`config.mk`:
```
export PLATFORM = sky130hd
export DESIGN_NAME = name_seq_tx
export DESIGN_NICKNAME = d
export VERILOG_FILES = /design/src/rtl/name_seq_tx.sv
export SDC_FILE = /design/constraint.sdc
export NUM_CORES = 1
export LEC_CHECK = 0
export CORE_MARGIN = 2
export CORE_UTILIZATION = 35
export DETAILED_ROUTE_END_ITERATION = 10
export SETUP_SLACK_MARGIN = 0.15
export SYNTH_ARGS = -nofsm -noshare
export SYNTH_HDL_FRONTEND = slang
export SYNTH_SLANG_ARGS = --single-unit
```
`constraint.sdc`:
```
create_clock -name clk -period 4 [get_ports clk]
set_input_delay 0.6 -clock clk [delete_from_list [all_inputs] [get_ports clk]]
set_output_delay 0.6 -clock clk [all_outputs]
set_load 0.05 [all_outputs]
```
`src/rtl/name_seq_tx.sv`:
```
// Magic-sequence ASCII transmitter: sends CH0..CH(LEN-1) once per start request over a valid/ready handshake.
// Define NAME_SEQ_APPEND_ENTER_EN to append a 7'h0A terminator after the last character.
module name_seq_tx #(
    parameter int unsigned LEN = 5,
    parameter logic [6:0]  CH0 = 7'h48,
    parameter logic [6:0]  CH1 = 7'h6F,
    parameter logic [6:0]  CH2 = 7'h73,
    parameter logic [6:0]  CH3 = 7'h73,
    parameter logic [6:0]  CH4 = 7'h65
) (
    input  logic       clk,
    input  logic       rst,
    input  logic       start,
    input  logic       ready,
    output logic [6:0] ascii,
    output logic       valid,
    output logic       busy,
    output logic       done
);

    generate
        if (LEN < 1 || LEN > 5) begin : g_bad_len
            $error("name_seq_tx: LEN must be in 1..5");
        end
    endgenerate

    typedef enum logic [1:0] {IDLE, SEND, DONE} state_t;

    state_t     state_q;
    logic [2:0] idx_q;
    logic [6:0] ascii_q;
    logic       valid_q;
    logic       busy_q;
    logic       done_q;

    logic last_char;
    logic seq_end;
    logic insert_term;

    function automatic logic [6:0] char_at(input logic [2:0] i);
        case (i)
            3'd0:    char_at = CH0;
            3'd1:    char_at = CH1;
            3'd2:    char_at = CH2;
            3'd3:    char_at = CH3;
            3'd4:    char_at = CH4;
            default: char_at = 7'h00;
        endcase
    endfunction

    assign last_char = (idx_q == 3'(LEN - 1));

`ifdef NAME_SEQ_APPEND_ENTER_EN
    logic term_q;

    // The terminator reuses the final index slot, so idx never passes LEN-1.
    assign seq_end     = term_q;
    assign insert_term = last_char & ~term_q;

    always_ff @(posedge clk or posedge rst) begin
        if (rst) begin
            term_q <= 1'b0;
        end else if (state_q == IDLE) begin
            term_q <= 1'b0;
        end else if (state_q == SEND && valid_q && ready && insert_term) begin
            term_q <= 1'b1;
        end
    end
`else
    assign seq_end     = last_char;
    assign insert_term = 1'b0;
`endif

    always_ff @(posedge clk or posedge rst) begin
        if (rst) begin
            state_q <= IDLE;
            idx_q   <= 3'd0;
            ascii_q <= 7'h00;
            valid_q <= 1'b0;
            busy_q  <= 1'b0;
            done_q  <= 1'b0;
        end else begin
            // NOTE: done defaults low every cycle so it can only ever be a one-cycle pulse.
            done_q <= 1'b0;
            case (state_q)
                IDLE: begin
                    idx_q <= 3'd0;
                    if (start) begin
                        state_q <= SEND;
                        ascii_q <= CH0;
                        valid_q <= 1'b1;
                        busy_q  <= 1'b1;
                    end else begin
                        ascii_q <= 7'h00;
                        valid_q <= 1'b0;
                        busy_q  <= 1'b0;
                    end
                end
                SEND: begin
                    if (valid_q && ready) begin
                        if (seq_end) begin
                            state_q <= DONE;
                            ascii_q <= 7'h00;
                            valid_q <= 1'b0;
                            busy_q  <= 1'b0;
                            done_q  <= 1'b1;
                        end else if (insert_term) begin
                            ascii_q <= 7'h0A;
                        end else begin
                            idx_q   <= idx_q + 3'd1;
                            ascii_q <= char_at(idx_q + 3'd1);
                        end
                    end
                end
                DONE: begin
                    state_q <= IDLE;
                end
                default: begin
                    state_q <= IDLE;
                end
            endcase
        end
    end

    assign ascii = ascii_q;
    assign valid = valid_q;
    assign busy  = busy_q;
    assign done  = done_q;

endmodule

```
==> out/qor.csv, run 1 <==
metric;value;unit
ys_ff_latch;13;
slowest_stage;clkdlybuf4s50_1;
die_area;2590;sq um
drc;0;
dp_cells;108;
io_buffers;13;
async_reset_ff_share;100;%
routed_wl;1500;microns
yosysSeqAreaShare;42.2;%
cp.arrival;1.53;ns
area_growth;20.0;%
path_cells;clkdlybuf4s50_1;
min_period;2.13;ns
wl_per_cell;13.4;microns
synthTopCellsByCount;dfrtp_1 (13), inv_1 (6), nor2_1 (6);
avgSynthCellArea;10.6;sq um
placementRows;16;
p_leak;0.426;nW
die-width;50.9;microns
cts_tree;built;
holdCritPathClass;reg -> reg;
slew_headroom;66.5;%
grt_pass1_wl;2500;microns
gp_congestion;0.778;
die_y;50.9;microns
dp_hpwl;1120;microns
crit_required;3.40;ns
grt_setup_unrepaired;no;
drive_gt1_share;9.41;%
synth_most_common_cell;dfrtp_1;
hold_buffers;0;
netlist_area;771;sq um
timing.final.max_slew_violations;0;
path_max_fanout;7;
synthTopCellsByArea;dfrtp_1 (42%), ha_1 (8.1%), mux2i_1 (3.9%);
end_kind;output port;
cp_num_cells;1;
worst_path_dominant_cell_family;buffers and inverters;
finClkSkew;0.00499;ns
clock_latency;0.27;ns
crit_path_start_kind;register;
cts_sinks;13;
multiInputGateArea;387;sq um
ant_nets;0;
syn_inst;73;
hold_viol;0;
power;0.738;mW
fin_crit_sh;53.3;%
htreeDepth;1;
synth_fp_nets;82;
pin_count;14;
p_per_area;798;nW/um^2
grt_antenna_before_repair;0;
cts_resized;0;
yosysUniqueCellTypes;35;
yosysWarnings;0;
drv_cap;0;
vias;569;
vias_per_cell;5.08;
diodes;0;
clk_path_buf_depth;2;
path_buf_inv;1;
core_area;2020;sq um
drt_iter0_drc;15;
numCtsBuffers;3;
tightest_slew;0.501;ns
fillCellCount;190;
synth_enable_flop_cells;0;
synth_top_area_share;42.2;%
grt_start_max_net_pins;14;
critPathKind;reg -> out;
grt_pass1_vias;542;
start_util;38.1;%
layout.cells.non_filler;112;
setup_viol;0;
run_status;finished, final reports clean;
cts_setup_buffers;0;
ir_drop;327;uV
clk_pin_slew;0.08;ns
drtPass1Iterations;2;
cts_root_buf;clkbuf_4;
fin_setup_tns;0;ns
whs_path_depth;1;
grt_usage;13.0;%
crit_path_max_incr_delay;0.83;ns
reg2reg_depth;5;
fmax;469;MHz
final_net_count;95;
grt-ovfl-total;0;
regArea;325;sq um
yosysTopAreaCell;dfrtp_1;
synthFlopType;dfrtp_1;
==> final cells by class <==
type,instances,area share [%]
Timing Repair Buffer,13,14.1
Multi-Input combinational cell,49,41.8
Clock buffer,4,2.84
Tap cell,27,3.65
Sequential cell,13,35.2
Inverter,6,2.44
==> final timing paths <==
path / to / start / slack (ns)
max: busy / busy$_DFFE_PP0P_ / 1.87
min: ascii[2]$_DFFE_PP0P_ / ascii[2]$_DFFE_PP0P_ / 0.49
max reg2reg: ascii[5]$_DFFE_PP0P_ / idx_q[0]$_DFFE_PP0P_ / 2.28
min reg2reg: ascii[2]$_DFFE_PP0P_ / ascii[2]$_DFFE_PP0P_ / 0.49
max in group asynchronous: idx_q[0]$_DFFE_PP0P_ / rst / 3.03
min in group asynchronous: ascii[2]$_DFFE_PP0P_ / rst / 0.64
==> flip-flops by register name (all words and copies together) (netlist names) <==
name,count
busy,1
idx_q,3
state_q,2
done,1
ascii,6
==> logic make-up after synthesis <==
group	after synthesis	share of synthesized area [%]
AO/OA/AOI/OAI	18	18.8
XOR/XNOR	1	1.14
adder cells (fa/ha/maj)	5	8.12
buffers and inverters	11	7.63
flip-flops	13	42.2
multiplexers	3	3.90
AND/OR/NAND/NOR	22	18.2
==> report_power, final <==
| group | switching (mW) | internal [mW] |
|---|---|---|
| clock network | 0.0413 | 0.0386 |
| logic | 0.259 | 0.167 |
| registers | 0.0546 | 0.177 |
==> routing by layer <==
| metal | GRT usage (%) | vias up | wire, microns |
|---|---|---|---|
| met3 | 1.75 | 2 | 18 |
| met5 | 0 | - | 0 |
| met1 | 19.7 | 271 | 808 |
| met4 | 9.46 | 0 | 14 |
| li1 | - | 293 | - |
| met2 | 16.5 | 3 | 661 |
==> stage by stage <==
step	hold slack, ns	instance area (sq um)	worst slack, ns	utilization [%]
after CTS	0.491	925	1.85	45.7
after global placement	0.460	898	2.08	44.4
after global routing	0.509	925	1.78	45.7
final	0.486	925	1.87	45.7
after floorplan	0.477	771	2.44	-
after detailed placement	0.473	898	2.04	44.4
==> cells in the final DEF (no fill, tap or decap), types with 2 or more instances in the layout <==
master	n
and4b_1	2
ha_1	5
o21ai_0	2
nand3_1	3
a21o_1	3
dfrtp_1	13
clkdlybuf4s50_1	13
mux2i_1	3
nand2_1	2
clkbuf_4	3
nor2_1	6
inv_1	6
a211oi_1	2
No activity file was read; power rests on OpenSTA's default activity.
==> inputs of run 2 (changes only) <==
- clock period: 4 -> 1.8 ns (I/O delays scaled with it)
==> out/qor.csv, run 2 (synthesized netlist as in run 1, its figures left out) <==
metric;value;unit;change
run_status;finished, final reports clean;;
grt_start_max_net_pins;14;;unchanged
setup_viol;0;;unchanged
grt_usage;13.3;%;+0.22 points
path_max_fanout;5;;-2
slowest_stage;dfrtp_1;;
cts_sinks;13;;unchanged
fin_setup_tns;0;ns;unchanged
core_area;2020;sq um;unchanged
ant_nets;0;;unchanged
post-route-cell-area;975;sq um;+5.4%
fillCellCount;201;;+5.8%
r2r_slack;0.17;ns;-2.11 ns
final_common_cell;dfrtp_1;;
p_leak;0.476;nW;+12%
drt_iter0_drc;16;;+1
clkPwrFrac;11.0;%;+0.2 points
seq_power_share;29.4;%;-2.0 points
dpl_worst_slack;0.0900;ns;-1.95 ns
drtPass1Iterations;4;;+2
htreeDepth;1;;unchanged
crit_path_start_kind;register;;
startpoint;idx_q[0]$_DFFE_PP0P_;;
regToRegStartpoint;idx_q[0]$_DFFE_PP0P_;;
grt_antenna_before_repair;0;;unchanged
path_buf_inv;1;;unchanged
pin_count;14;;unchanged
hold_viol;0;;unchanged
wl_per_cell;14.0;microns;+4.7%
layout_common_cells;dfrtp_1 (13), buf_4 (8), dlygate4sd2_1 (7), nor2_1 (6), inv_1 (6);;
clock_latency;0.28;ns;about the same
dp_hpwl;1090;microns;-2.6%
crit_required;1.98;ns;-1.42 ns
p_sw_share;49.4;%;+1.3 points
finalWorstSetupSlack;0.169;ns;-1.70 ns
routed_wl;1640;microns;+9.4%
worst_path_dominant_cell_family;compound AO/OA/AOI/OAI gates;;
cts_root_buf;clkbuf_4;;
placed_cell_area;906;sq um;+0.84%
crit_path_max_incr_delay;0.42;ns;-0.41 ns
p_comb_share;59.6;%;+1.8 points
start_util;38.1;%;unchanged
path_cells;buf_4, ha_4, and3b_1, o31a_1, a211o_1;;
gp_congestion;0.811;;+4.2%
io_buffers;13;;unchanged
internal_power;0.868;mW;+130%
grt_pass1_vias;588;;+8.5%
layout.cells.non_filler;117;;+4.5%
placementRows;16;;unchanged
dp_cells;110;;+1.9%
final_net_count;100;;+5.3%
die-width;50.9;microns;unchanged
vias_per_cell;5.08;;about the same
min_period;1.63;ns;
holdCritPathClass;in -> async;;
drc;0;;unchanged
timing.final.max_slew_violations;0;;unchanged
die_area;2590;sq um;unchanged
area_growth;26.5;%;
drv_cap;0;;unchanged
ir_drop;787;uV;+140%
critPathKind;reg -> reg;;
clk_pin_slew;0.09;ns;about the same
p_per_area;1760;nW/um^2;+120%
end_kind;register;;
grt-ovfl-total;0;;unchanged
slew_headroom;66.2;%;-0.28 points
reg2reg_depth;5;;unchanged
finClkSkew;0.00317;ns;-0.00182 ns
clk_path_buf_depth;2;;unchanged
tightest_slew;0.506;ns;+0.00526 ns
diodes;0;;unchanged
cts_tree;built;;
r2r_end;ascii[5]$_DFFE_PP0P_;;
grt_setup_unrepaired;yes;;
numCtsBuffers;3;;unchanged
grt_pass1_wl;2570;microns;+3.0%
fmax;613;MHz;
p_switching;0.849;mW;+140%
fin_crit_sh;90.6;%;
vias;594;;+4.4%
drive_gt1_share;21.1;%;+12 points
cp.arrival;1.81;ns;+0.28 ns
largest_register_ffs;6;;unchanged
die_y;50.9;microns;unchanged
[run 2: cell count changes in the layout (fill, tap and decap cells not counted), sizes merged]
cell,change
dlygate4sd2,+7
clkbuf,-1
clkdlybuf4s50,-10
buf,+8
clkinv,+1
[run 2: stage by stage]
step | hold WS (ns) | utilization, % | power, mW
floorplan | 0.147 | - | 1.24
global placement | 0.460 | 44.8 | 1.47
detailed placement | 0.468 | 44.8 | 1.47
CTS | 0.324 | 47.1 | 1.67
global route | 0.375 | 48.2 | 1.82
finish | 0.303 | 48.2 | 1.72
[run 2: worst max-delay path by stage]
| stage | to | slack (ns) | cells after the start |
|---|---|---|---|
| floorplan | ascii[5]$_DFFE_PP0P_ | 0.24 | 5 |
| global route | ascii[5]$_DFFE_PP0P_ | 0.12 | 4 |
| detailed placement | ascii[5]$_DFFE_PP0P_ | 0.09 | 5 |
| CTS | ascii[5]$_DFFE_PP0P_ | 0.19 | 5 |
| finish | ascii[5]$_DFFE_PP0P_ | 0.17 | 5 |
| global placement | ascii[5]$_DFFE_PP0P_ | 0.13 | 5 |
[run 2: timing repair]
item,CTS,global route
gates resized for setup,9,2
pin swaps,0,1
hold buffers,0,0
buffers inserted,3,0
endpoints found under the setup margin,9,3
[run 2: layer usage]
layer	global-route usage, %	up-vias	part of all wire [%]
met1	18.6	288	49
met3	1.75	3	2.0
met2	19.7	8	47
li1	-	295	-
met5	0	-	0
met4	7.21	0	1.4
[run 2: cell type report]
| cell class | instances | area (sq um) | area share [%] |
|---|---|---|---|
| inverters | 6 | 22.5 | 2.31 |
| repair buffers | 18 | 151 | 15.5 |
| multi-input cells | 49 | 414 | 42.5 |
| well taps | 27 | 33.8 | 3.47 |
| clock buffers | 3 | 22.5 | 2.31 |
| clock inverters | 1 | 5.00 | 0.513 |
| flip-flops and latches | 13 | 325 | 33.4 |
[run 2: power by group through the flow]
| stage | combinational (mW) | clock (mW) | sequential [mW] |
|---|---|---|---|
| after global placement | 0.962 | 0 | 0.513 |
| after floorplan | 0.547 | 0 | 0.695 |
| after CTS | 0.977 | 0.192 | 0.504 |
| after detailed placement | 0.954 | 0 | 0.519 |
| final | 1.02 | 0.188 | 0.505 |
| after global routing | 1.10 | 0.204 | 0.521 |
